$ cat src/rtl/shared_imul_arbiter_pkg.sv
// Shared constants for the multiplier-sharing arbiter: FSM encodings, default widths, id width.
package shared_imul_arbiter_pkg;

   localparam int unsigned DEF_NUM_CORES  = 4;
   localparam int unsigned DEF_REQ_NBITS  = 64;
   localparam int unsigned DEF_RESP_NBITS = 32;

   localparam logic [0:0] ST_IDLE = 1'b0;
   localparam logic [0:0] ST_BUSY = 1'b1;

   // Width of a core index; never narrower than one bit.
   function automatic int unsigned id_nbits(input int unsigned n);
      return (n > 2) ? $clog2(n) : 1;
   endfunction

endpackage

$ cat src/rtl/shared_imul_rr_arb.sv
// Round-robin pick among requesters, starting at a priority pointer that advances past each winner.
// Purely combinational grant; the pointer only moves when the caller reports a fire on update.
module shared_imul_rr_arb
   import shared_imul_arbiter_pkg::*;
#(
   parameter int unsigned p_num      = DEF_NUM_CORES,
   parameter int unsigned p_id_nbits = id_nbits(p_num)
)(
   input  logic                  clk,
   input  logic                  reset,
   input  logic [p_num-1:0]      req,
   input  logic                  update,
   output logic [p_num-1:0]      grant,
   output logic [p_id_nbits-1:0] grant_idx
);

   localparam logic [p_id_nbits-1:0] LAST = p_id_nbits'(p_num - 1);

   logic [p_id_nbits-1:0] ptr;
   logic [p_id_nbits-1:0] slot;
   logic                  found;

   // Scan upward from the pointer, wrapping, and keep the first requester seen.
   always_comb begin
      grant     = '0;
      grant_idx = '0;
      slot      = '0;
      found     = 1'b0;
      for (int unsigned k = 0; k < p_num; k++) begin
         slot = p_id_nbits'((int'(ptr) + k) % p_num);
         if (!found && req[slot]) begin
            found       = 1'b1;
            grant[slot] = 1'b1;
            grant_idx   = slot;
         end
      end
   end

   always_ff @(posedge clk or posedge reset) begin
      if (reset) begin
         ptr <= '0;
      end else if (update) begin
         ptr <= (grant_idx == LAST) ? '0 : grant_idx + p_id_nbits'(1);
      end
   end

endmodule

$ cat src/rtl/shared_imul_arbiter.sv
// Shares one iterative multiplier among p_num_cores cores, one transaction in flight, 0-cycle steering.
// SHARED_IMUL_ARBITER_RESP_BUF_EN adds a one-entry response buffer (+1 cycle) hiding core backpressure.
module shared_imul_arbiter
   import shared_imul_arbiter_pkg::*;
#(
   parameter int unsigned p_num_cores  = DEF_NUM_CORES,
   parameter int unsigned p_req_nbits  = DEF_REQ_NBITS,
   parameter int unsigned p_resp_nbits = DEF_RESP_NBITS
)(
   input  logic                               clk,
   input  logic                               reset,
   input  logic [p_num_cores-1:0]             core_req_val,
   output logic [p_num_cores-1:0]             core_req_rdy,
   input  logic [p_num_cores*p_req_nbits-1:0] core_req_msg,
   output logic [p_num_cores-1:0]             core_resp_val,
   input  logic [p_num_cores-1:0]             core_resp_rdy,
   output logic [p_resp_nbits-1:0]            core_resp_msg,
   output logic                               mulreq_val,
   input  logic                               mulreq_rdy,
   output logic [p_req_nbits-1:0]             mulreq_msg,
   input  logic                               mulresp_val,
   output logic                               mulresp_rdy,
   input  logic [p_resp_nbits-1:0]            mulresp_msg,
   output logic [id_nbits(p_num_cores)-1:0]   grant_id
);

   localparam int unsigned IDW = id_nbits(p_num_cores);

   logic [0:0]             state;
   logic [p_num_cores-1:0] win_oh;
   logic [IDW-1:0]         win_idx;
   logic                   req_open;
   logic                   req_fire;
   logic                   resp_fire;

   shared_imul_rr_arb #(
      .p_num      (p_num_cores),
      .p_id_nbits (IDW)
   ) u_rr (
      .clk       (clk),
      .reset     (reset),
      .req       (core_req_val),
      .update    (req_fire),
      .grant     (win_oh),
      .grant_idx (win_idx)
   );

`ifdef SHARED_IMUL_ARBITER_RESP_BUF_EN
   logic                    buf_full;
   logic [IDW-1:0]          buf_owner;
   logic [p_resp_nbits-1:0] buf_msg;

   // A new grant must wait until the previous product has left the buffer.
   assign req_open = !reset && (state == ST_IDLE) && !buf_full;
`else
   assign req_open = !reset && (state == ST_IDLE);
`endif

   // Request side: steer the winner straight through to the multiplier.
   assign mulreq_val   = req_open && (|core_req_val);
   assign core_req_rdy = (req_open && mulreq_rdy) ? win_oh : '0;
   assign req_fire     = mulreq_val && mulreq_rdy;

   always_comb begin
      mulreq_msg = '0;
      for (int i = 0; i < p_num_cores; i++) begin
         if (win_oh[i]) begin
            mulreq_msg = core_req_msg[i*p_req_nbits +: p_req_nbits];
         end
      end
   end

   assign resp_fire = (state == ST_BUSY) && mulresp_val && mulresp_rdy;

   always_ff @(posedge clk or posedge reset) begin
      if (reset) begin
         state    <= ST_IDLE;
         grant_id <= '0;
      end else if (state == ST_IDLE) begin
         if (req_fire) begin
            state    <= ST_BUSY;
            grant_id <= win_idx;
         end
      end else if (resp_fire) begin
         state <= ST_IDLE;
      end
   end

`ifdef SHARED_IMUL_ARBITER_RESP_BUF_EN
   // While BUSY the buffer is always empty, since a grant cannot fire with it full.
   assign mulresp_rdy   = (state == ST_BUSY) && !buf_full;
   assign core_resp_msg = buf_msg;

   always_ff @(posedge clk or posedge reset) begin
      if (reset) begin
         buf_full  <= 1'b0;
         buf_owner <= '0;
         buf_msg   <= '0;
      end else begin
         if (resp_fire) begin
            buf_full  <= 1'b1;
            buf_owner <= grant_id;
            buf_msg   <= mulresp_msg;
         end else if (buf_full && core_resp_rdy[buf_owner]) begin
            buf_full <= 1'b0;
         end
      end
   end

   always_comb begin
      core_resp_val = '0;
      if (buf_full) begin
         core_resp_val[buf_owner] = 1'b1;
      end
   end
`else
   // A stalled owner stalls the multiplier: its ready is passed straight back.
   assign mulresp_rdy   = (state == ST_BUSY) && core_resp_rdy[grant_id];
   assign core_resp_msg = mulresp_msg;

   always_comb begin
      core_resp_val = '0;
      if (state == ST_BUSY) begin
         core_resp_val[grant_id] = mulresp_val;
      end
   end
`endif

endmodule

$ cat config.mk
export PLATFORM = sky130hd
export DESIGN_NAME = shared_imul_arbiter
export DESIGN_NICKNAME = d
export VERILOG_FILES = /design/src/rtl/shared_imul_arbiter_pkg.sv /design/src/rtl/shared_imul_rr_arb.sv /design/src/rtl/shared_imul_arbiter.sv
export SDC_FILE = /design/constraint.sdc
export NUM_CORES = 1
export LEC_CHECK = 0
export CAP_MARGIN = 20
export CORE_AREA = 2 2 159 161
export DETAILED_ROUTE_END_ITERATION = 7
export DIE_AREA = 0 0 161 163
export GPL_TIMING_DRIVEN = 0
export SYNTH_ARGS = -nofsm -noshare
export SYNTH_HDL_FRONTEND = slang
export SYNTH_SLANG_ARGS = --single-unit
$ cat constraint.sdc
create_clock -name clk -period 7.9 [get_ports clk]
set_input_delay 0.79 -clock clk [delete_from_list [all_inputs] [get_ports clk]]
set_output_delay 0.79 -clock clk [all_outputs]
set_load 0.05 [all_outputs]
==> results.json <==
{
  "status": "complete, no violations",
  "whs_path_depth": 2,
  "synthTopCellsByArea": "o221a_1 (22%), o2111ai_1 (17%), o21ai_0 (11%)",
  "ys_async_sr_fraction_pct": 100,
  "die_height_um": 163,
  "firstDrtPassIters": 4,
  "relSlewSlack_pct": 44.6,
  "drt_iter0_drc": 242,
  "yosysUniqueCellTypes": 42,
  "fin_crit_ps": 5720,
  "rsz0062_at_grt": "no",
  "clock_latency_ps": 230,
  "grt.total_usage_pct": 15.5,
  "ys_seq_area_share_pct": 3.87,
  "portBuffers": 374,
  "syn_to_final_growth_pct": 131,
  "ant_nets": 0,
  "drv_cap": 0,
  "finalWorstSetupSlack_ps": 2180,
  "vias": 5105,
  "final_area_um2": 7470,
  "yosysWarnings": 0,
  "clk_pin_slew_ps": 30,
  "finalSetupViolCount": 0,
  "die_w_um": 161,
  "worstPathRequired_ps": 7110,
  "place_area_um2": 7390,
  "grt_pass1_vias": 5143,
  "grt_pass1_wl_um": 31500,
  "grt_max_degree": 11,
  "path_cells": "buf_2, inv_1, ha_1, buf_6, mux4_2, buf_6, nor3b_2, nor2_1, a211oi_4, clkbuf_1, o2111ai_1, o221a_1, clkdlybuf4s50_1",
  "clockBufferDepth": 2,
  "arrival_ps": 4930,
  "hold_viol": 0,
  "cts_htree_levels": 1,
  "cts_resized": 0,
  "slowest_stage": "clkdlybuf4s50_1",
  "yosys_most_used_dff": "dfrtp_1",
  "worstSetupPathType": "flop to output pin",
  "critPathBufInv": 6,
  "fp-row-count": 58,
  "end_kind": "output pin",
  "report.final.slew_viol_count": 0,
  "ys_ff_latch": 5,
  "worst_pin_slew_ps": 831,
  "antenna_cells": 0,
  "rr_worst_depth": 10,
  "synth_area_um2": 3230,
  "start_util_pct": 13.1,
  "fmax_ghz": 0.175,
  "place.gp.congestion": 0.834,
  "root_buffer": "clkbuf_16",
  "cts_setup_buffers": 0,
  "post-place-ws_ps": 2320,
  "dp_hpwl_um": 18400,
  "drt-vias-per-instance": 4.41,
  "nets": 1135,
  "die_area_um2": 26200,
  "fin_skew_ps": 1.77,
  "drc": 0,
  "cp.depth": 13,
  "grt-ovfl-total": 0,
  "cts_buffers": 3,
  "cts_hold_buf": 0,
  "syn-mean-instance-area_um2": 7.20,
  "synth_nets": 756,
  "worstSetupStartpointType": "flop",
  "max_stage_delay_ps": 710,
  "drive_above_1_share_pct": 9.31,
  "postSynthCellCount": 449,
  "period_share_pct": 72.4,
  "netlist.area_leader.share_pct": 22.3,
  "io_pins": 408,
  "clkSinkCount": 5,
  "yosysTopAreaCell": "o221a_1",
  "wl_per_cell_um": 19.3,
  "hold_path_class": "flop to flop",
  "cpMostUsedCell": "buf_6",
  "critPathTopFamily": "buffers and inverters",
  "tns_ps": 0,
  "critPathMaxFanout": 10,
  "cts_tree": "yes",
  "core_um2": 24700,
  "synth_edf_count": 0,
  "grt_antenna_before_repair": 0,
  "routed_wl_um": 22300
}
## stage by stage
stage	instances	utilization, %	hold WS (ps)
final	1157	30.3	581
after global routing	1157	30.3	655
after CTS	1157	30.3	582
after detailed placement	1153	30.0	570
after global placement	1153	30.0	566
after floorplan	449	-	517
## worst register-to-register path: cells and delay by family (launching register included)
kind / cells / cell delay, ps
flip-flops: 1 / 490
adder cells (fa/ha/maj): 1 / 320
buffers and inverters: 3 / 560
AO/OA/AOI/OAI: 2 / 570
multiplexers: 1 / 350
AND/OR/NAND/NOR: 3 / 720
## cell usage after synthesis, types with 3 or more instances
master	n
nand2_1	18
clkbuf_1	19
nor3_1	5
mux2i_1	4
buf_6	9
nand3b_1	3
buf_2	23
nor2_1	12
mux4_2	4
dfrtp_1	5
ha_1	7
buf_1	5
o221a_1	64
o21ai_0	68
or3b_1	3
a21oi_1	6
inv_1	71
o2111ai_1	64
buf_4	32
## per-layer routing
metal,vias to the layer above,track usage [%],wire length [µm]
met5,-,0,0
met1,2368,20.2,9510
met4,0,1.91,231
met2,239,27.3,10900
li1,2486,-,-
met3,12,2.90,1670
## placed cells by master, fill, tap and decap left out, types with 3 or more instances in the layout
| master | instances |
|---|---|
| buf_2 | 23 |
| clkbuf_1 | 20 |
| or3b_1 | 3 |
| o21ai_0 | 68 |
| buf_1 | 5 |
| nor3_1 | 5 |
| o221a_1 | 64 |
| nor2_1 | 12 |
| buf_6 | 9 |
| inv_1 | 71 |
| dfrtp_1 | 5 |
| mux2i_1 | 4 |
| clkdlybuf4s50_1 | 374 |
| nand3b_1 | 3 |
| mux4_2 | 4 |
| a21oi_1 | 6 |
| ha_1 | 7 |
| clkbuf_16 | 3 |
| o2111ai_1 | 64 |
| buf_4 | 32 |
| nand2_1 | 18 |
## cells by family (layout without fill, tap and decap cells)
group                    count (synthesis)  after routing  share of synthesized area [%]
flip-flops                               5              5                           3.87
buffers and inverters                  159            537                           25.1
AND/OR/NAND/NOR                         55             55                           8.97
adder cells (fa/ha/maj)                  7              7                           2.71
multiplexers                             8              8                           4.02
AO/OA/AOI/OAI                          215            215                           55.3
## path summary, 6_finish.rpt
check,slack (ps),startpoint,to
max,2180,flop,mulreq_msg[24]
max in group asynchronous,6870,reset,state$_DFF_PP0_
min in group asynchronous,850,reset,grant_id[1]$_DFFE_PP0P_
min reg2reg,580,state$_DFF_PP0_,state$_DFF_PP0_
min,580,state$_DFF_PP0_,state$_DFF_PP0_
max reg2reg,4790,flop,u_rr.ptr[1]$_DFFE_PP0P_
## cell type report
cell class | instances | area, µm²
buffer | 88 | 547
clock buffer | 4 | 78.8
fill | 2646 | 17200
inverter | 71 | 267
multi-input combinational | 285 | 2300
sequential | 5 | 125
tap | 330 | 413
timing repair buffer | 374 | 3740
Power is not shown: default switching activity piles up to over one toggle a cycle in this logic, so the estimate is an artifact.
